===== src/rtl/if_fetch_pkg.sv =====
// Shared encodings for the instruction fetch unit: reset PC, NOP word, enable levels,
// FSM state encoding and the instruction-buffer entry layout.
package if_fetch_pkg;

    localparam logic [31:0] PC_INITIAL = 32'h0000_0000;
    localparam logic [31:0] NOP_INSTR  = 32'h0000_0013;
    localparam logic        ENABLE     = 1'b1;
    localparam logic        DISABLE    = 1'b0;

    typedef enum logic [1:0] {
        ST_BOOT  = 2'd0,
        ST_RUN   = 2'd1,
        ST_DRAIN = 2'd2
    } fetch_state_e;

    typedef struct packed {
        logic [31:0] pc;
        logic [31:0] instr;
    } ibuf_entry_t;

endpackage


===== src/rtl/fetch_fifo.sv =====
// Register-based FIFO with flush; head is visible combinationally, push lands next cycle.
// Push is ignored when full unless a pop frees the slot the same cycle; flush wins over both.
module fetch_fifo #(
    parameter int WIDTH = 32,
    parameter int DEPTH = 2,
    localparam int PW = (DEPTH > 1) ? $clog2(DEPTH) : 1,
    localparam int CW = $clog2(DEPTH + 1)
) (
    input  logic             clk,
    input  logic             rstn,
    input  logic             flush,
    input  logic             push,
    input  logic [WIDTH-1:0] push_dat,
    input  logic             pop,
    output logic [WIDTH-1:0] head_dat,
    output logic [CW-1:0]    count
);

    logic [WIDTH-1:0] mem_q [DEPTH];
    logic [WIDTH-1:0] mem_d [DEPTH];
    logic [PW-1:0]    wr_ptr_q, wr_ptr_d;
    logic [PW-1:0]    rd_ptr_q, rd_ptr_d;
    logic [CW-1:0]    cnt_q, cnt_d;
    logic             do_push, do_pop;

    function automatic logic [PW-1:0] ptr_inc(input logic [PW-1:0] p);
        return (p == PW'(DEPTH - 1)) ? '0 : p + PW'(1);
    endfunction

    always_comb begin
        mem_d    = mem_q;
        wr_ptr_d = wr_ptr_q;
        rd_ptr_d = rd_ptr_q;
        cnt_d    = cnt_q;
        do_pop   = pop && (cnt_q != '0);
        do_push  = push && ((cnt_q != CW'(DEPTH)) || do_pop);
        if (flush) begin
            wr_ptr_d = '0;
            rd_ptr_d = '0;
            cnt_d    = '0;
        end else begin
            if (do_push) begin
                mem_d[wr_ptr_q] = push_dat;
                wr_ptr_d        = ptr_inc(wr_ptr_q);
            end
            if (do_pop) begin
                rd_ptr_d = ptr_inc(rd_ptr_q);
            end
            if (do_push && !do_pop) begin
                cnt_d = cnt_q + CW'(1);
            end else if (!do_push && do_pop) begin
                cnt_d = cnt_q - CW'(1);
            end
        end
    end

    always_ff @(posedge clk) begin
        if (!rstn) begin
            wr_ptr_q <= '0;
            rd_ptr_q <= '0;
            cnt_q    <= '0;
        end else begin
            wr_ptr_q <= wr_ptr_d;
            rd_ptr_q <= rd_ptr_d;
            cnt_q    <= cnt_d;
        end
    end

    always_ff @(posedge clk) begin
        mem_q <= mem_d;
    end

    assign head_dat = mem_q[rd_ptr_q];
    assign count    = cnt_q;

endmodule


===== src/rtl/if_fetch.sv =====
// Instruction fetch: credit-limited requests to imem, in-order responses tagged with their PC
// and buffered toward ID; first instruction valid 2 cycles after grant; if_stop holds the head.
module if_fetch
    import if_fetch_pkg::*;
#(
    parameter logic [31:0] PC_RESET   = PC_INITIAL,
    parameter int          FIFO_DEPTH = 2
) (
    input  logic        clk,
    input  logic        rstn,
    input  logic        branch_flag,
    input  logic [31:0] branch_address,
    input  logic        if_stop,
    output logic        imem_req,
    output logic [31:0] imem_addr,
    input  logic        imem_gnt,
    input  logic        imem_rvalid,
    input  logic [31:0] imem_rdata,
    output logic        if_valid,
    output logic [31:0] if_pc,
    output logic [31:0] if_instr
);

    localparam int CW = $clog2(FIFO_DEPTH + 1);

    fetch_state_e state_q, state_d;
    logic [31:0]  pc_q, pc_d;
    logic [CW-1:0] outst_q, outst_d;
    logic [CW-1:0] ibuf_cnt, tag_cnt;
    ibuf_entry_t  ibuf_head, ibuf_push_dat;
    logic [31:0]  tag_head;
    logic         hs, rsp_ok, credit_ok;
    logic         ibuf_push, ibuf_pop, tag_pop, flush;

    // Credits cover both in-flight requests and already-buffered entries, so a
    // stalled ID stage throttles fetch before the buffer could overflow.
    assign credit_ok = ({1'b0, outst_q} + {1'b0, ibuf_cnt}) < (CW + 1)'(FIFO_DEPTH);
    assign imem_req  = (state_q == ST_RUN) && !branch_flag && credit_ok;
    assign imem_addr = pc_q;
    assign hs        = imem_req && imem_gnt;
    assign rsp_ok    = imem_rvalid && (outst_q != '0);

    always_comb begin
        state_d   = state_q;
        pc_d      = pc_q;
        outst_d   = outst_q;
        ibuf_push = DISABLE;
        tag_pop   = DISABLE;
        flush     = DISABLE;
        if (hs) begin
            pc_d = pc_q + 32'd4;
        end
        if (hs && !rsp_ok) begin
            outst_d = outst_q + CW'(1);
        end else if (!hs && rsp_ok) begin
            outst_d = outst_q - CW'(1);
        end
        case (state_q)
            ST_BOOT: state_d = ST_RUN;
            ST_RUN: begin
                if (branch_flag) begin
                    flush   = ENABLE;
                    pc_d    = branch_address;
                    state_d = (outst_d != '0) ? ST_DRAIN : ST_RUN;
                end else if (rsp_ok && (tag_cnt != '0)) begin
                    ibuf_push = ENABLE;
                    tag_pop   = ENABLE;
                end
            end
            ST_DRAIN: begin
                if (branch_flag) begin
                    pc_d = branch_address;
                end else if (outst_d == '0) begin
                    state_d = ST_RUN;
                end
            end
            default: state_d = ST_BOOT;
        endcase
    end

    always_ff @(posedge clk) begin
        if (!rstn) begin
            state_q <= ST_BOOT;
            pc_q    <= PC_RESET;
            outst_q <= '0;
        end else begin
            state_q <= state_d;
            pc_q    <= pc_d;
            outst_q <= outst_d;
        end
    end

    assign ibuf_push_dat.pc    = tag_head;
    assign ibuf_push_dat.instr = imem_rdata;
    assign ibuf_pop            = (ibuf_cnt != '0) && !if_stop;

    fetch_fifo #(.WIDTH($bits(ibuf_entry_t)), .DEPTH(FIFO_DEPTH)) u_ibuf (
        .clk      (clk),
        .rstn     (rstn),
        .flush    (flush),
        .push     (ibuf_push),
        .push_dat (ibuf_push_dat),
        .pop      (ibuf_pop),
        .head_dat (ibuf_head),
        .count    (ibuf_cnt)
    );

    fetch_fifo #(.WIDTH(32), .DEPTH(FIFO_DEPTH)) u_tagq (
        .clk      (clk),
        .rstn     (rstn),
        .flush    (flush),
        .push     (hs),
        .push_dat (pc_q),
        .pop      (tag_pop),
        .head_dat (tag_head),
        .count    (tag_cnt)
    );

    assign if_valid = (ibuf_cnt != '0);
    assign if_pc    = if_valid ? ibuf_head.pc : 32'h0;
    assign if_instr = if_valid ? ibuf_head.instr : NOP_INSTR;

endmodule


===== config.mk =====
export PLATFORM = sky130hd
export DESIGN_NAME = if_fetch
export DESIGN_NICKNAME = d
export VERILOG_FILES = /design/src/rtl/if_fetch_pkg.sv /design/src/rtl/fetch_fifo.sv /design/src/rtl/if_fetch.sv
export SDC_FILE = /design/constraint.sdc
export NUM_CORES = 1
export LEC_CHECK = 0
export ABC_CLOCK_PERIOD_IN_PS = 9600
export CORE_MARGIN = 3
export CORE_UTILIZATION = 40
export DETAILED_ROUTE_END_ITERATION = 8
export DONT_BUFFER_PORTS = 1
export GPL_TIMING_DRIVEN = 0
export PLACE_DENSITY = 0.61
export SYNTH_ARGS = -nofsm -noshare
export SYNTH_HDL_FRONTEND = slang
export SYNTH_HIERARCHICAL = 1
export SYNTH_SLANG_ARGS = --single-unit
export TNS_END_PERCENT = 10

===== constraint.sdc =====
create_clock -name clk -period 9.6 [get_ports clk]
set_input_delay 1.92 -clock clk [delete_from_list [all_inputs] [get_ports clk]]
set_output_delay 1.92 -clock clk [all_outputs]
set_load 0.02 [all_outputs]

==> metrics.cfg <==
[critical_path]
path_max_fanout = 9
crit_start = branch_flag
critical_path_buf_inv_count = 0
crit_path_max_incr_delay_ns = 0.86
critPathLaunchType = input port
critPathKind = in2out
r2r-start = u_ibuf/count[0]$_SDFFE_PP0P_
cpLargestDelayFamily = simple AND/OR/NAND/NOR gates
crit_chain = nor4b_4
r2r_slack_ns = 5.85
crit_required_ns = 7.68
worstPathArrival_ns = 2.79
crit_slowest_cell = nor4b_4
endpoint_kind = primary output

[logic_synthesis]
synth_area_um2 = 9920
synth.distinct_cells = 43
synth_nets = 757
ys_seq_elements = 236
yosysWarnings = 6
synth_flop_cell = edfxtp_1
synthArstFlopShare_pct = 0
synth.avg_cell_area_um2 = 14.6
synth_edf_count = 192
seq_area_frac_synth_pct = 67.0
postSynthCellCount = 678

[drt]
drc = 0
drt_iter0_drc = 370
vias = 5555
wl_mm = 21.3
viasPerCell = 5.21
dr.pass1.iters = 4
drt.antenna.violating_nets = 0
wl_per_cell_um = 20.0

[timing]
slew_violations = 0
layout_min_cycle_time_ns = 4.71
fin_setup_tns_ns = 0
tightestPinTransition_ns = 1.00
final-hold-violation-count = 0
worst_slack_ns = 4.89
skew_ns = 0.0200
fin_crit_sh_pct = 49.1
finalSetupViolCount = 0
timing.fmax_mhz = 212
relSlewSlack_pct = 32.8
grt_setup_unrepaired = no

[clocking]
clockBufferDepth = 3
cts_buffers = 25
htreeDepth = 1
cts_tree = yes
post-cts-setup-buffers = 0
clkSinkCount = 236
postCtsHoldBufs = 0
ctsRootBufferMaster = clkbuf_16
cts_resized = 0
insertion_delay_ns = 0.52
path_clk_slew_ns = 0.06

[pwr]
leakagePower_nw = 3.73
pwr-share-clk_pct = 38.7
p_int_mw = 1.88
power_density_nw_per_um2 = 221
pwr-share-comb_pct = 9.1
seqPwrFrac_pct = 52.1
power_mw = 2.53
switchingPower_mw = 0.645
swShare_pct = 25.5
peakVddDrop_mv = 0.142

[cells_and_area]
diodes = 0
nets = 802
syn_to_final_growth_pct = 15.0
drive_gt1_share_pct = 25.3
final_area_um2 = 11400
fin_util_pct = 46.9

[run_status]
status = complete, no violations

[worst_hold_path]
hp-class = reg2reg
worstHoldStart = u_tagq/count[1]$_SDFFE_PP0P_

[grt]
grt_usage_pct = 15.6
grt_max_degree = 15
use_met3_pct = 4.36
grt-ovfl-total = 0
gr-usage-met1_pct = 20.8
antenna_found_initial = 0
top_usage_layer = met2
grtUsageMet2_pct = 25.6
grt_pass1_vias = 5712
grt_pass1_wl_mm = 32.4

[placement]
hpwlAfterDp_mm = 15.8
io_buffers = 0
routabilityCongestion = 0.846
pre_cts_slack_ns = 4.93
postPlaceCellArea_um2 = 10600

[die]
dieArea_um2 = 26700
core_area_um2 = 24300
initial_utilization_pct = 40.8
rows = 57
die_w_um = 163
die_height_um = 163
ios = 168

[run]
cap_violations = 0

-- cell families after synthesis --
| family | count (synthesis) | share of synthesized area, % |
|---|---|---|
| mux | 100 | 11.3 |
| buf+inv | 49 | 2.19 |
| simple gates | 170 | 10.4 |
| xor+xnor | 35 | 3.09 |
| compound gates | 79 | 4.79 |
| fa+ha+maj | 9 | 1.21 |
| flops | 236 | 67.0 |
-- metrics by stage --
stage,hold WS (ns),std cells
after floorplan,0.481,678
after global placement,0.493,1002
after detailed placement,0.518,1020
after CTS,0.530,1066
after global routing,0.565,1066
final,0.536,1066
-- power by group through the flow --
stage	clock network, mW	logic, mW	registers, mW
5_1_grt	1.05	0.256	1.33
3_5_place_dp	0	0.231	1.34
6_report	0.978	0.231	1.32
3_3_place_gp	0	0.209	1.34
4_1_cts	1.00	0.233	1.32
2_1_floorplan	0	0.174	1.30
-- worst paths after layout --
kind	endpoint	cells past startpoint
setup reg to reg	u_tagq/mem_q[59]$_DFFE_PP_	10
setup / recovery	imem_req	1
hold / removal	u_tagq/count[1]$_SDFFE_PP0P_	2
hold reg to reg	u_tagq/count[1]$_SDFFE_PP0P_	2
-- per-layer routing --
metal	share of wire (%)	routed length, um	vias to the layer above
met5	0	0	-
met4	1.4	308	0
met3	8.6	1830	22
met2	47	10000	193
met1	43	9150	2749
li1	-	-	2591
-- cell type report --
type | count | area [um2]
fillers | 2094 | 12900
flip-flops and latches | 236 | 6650
multi-input cells | 393 | 3080
clock buffers | 30 | 664
well taps | 324 | 405
repair buffers | 18 | 203
clock inverters | 16 | 194
plain buffers | 31 | 150
inverters | 18 | 67.6
-- synth_stat cells (all sizes together) (2+ instances only) --
library cell    n  area [um2]
dfxtp          44         881
nor3           20         105
nand4           8        80.1
inv            18        67.6
nor4b           2        38.8
nor2b           2        12.5
o21ai          31         155
nand2b          8        50.1
or3             2        12.5
and2           65         407
mux2i           2        20.0
a21oi          31         155
ha              8         100
xnor2          25         219
xor2           10        87.6
nand2          18        67.6
mux2           98        1100
clkbuf         17        63.8
buf            14        86.3
nor3b           2        15.0
and3            5        31.3
nor2           20        75.1
o31ai           3        50.1
a211oi          9        67.6
nor4            5        56.3
nand3           8        40.0
and4            4        35.0
edfxtp        192        5770
-- cell usage in the layout (no fill, tap or decap), types with 18 or more instances in the layout --
cell type,netlist,layout
clkbuf_1,17,20
and2_1,65,65
edfxtp_1,192,192
clkbuf_16,0,25
mux2_2,98,98
nand2_1,18,18
nor2_1,20,20
xnor2_1,25,25
a21oi_1,31,31
o21ai_0,31,31
inv_1,18,18
dfxtp_1,44,44
-- sequential cells by signal, indices dropped and copies added, names as in the netlist --
name             count
imem_addr           32
outst_q              2
state_q              2
u_ibuf/count         2
u_ibuf/mem_q       128
u_ibuf/rd_ptr_q      1
u_ibuf/wr_ptr_q      1
u_tagq/count         2
u_tagq/mem_q        64
u_tagq/rd_ptr_q      1
u_tagq/wr_ptr_q      1
Power figures use the tool's default switching activity.
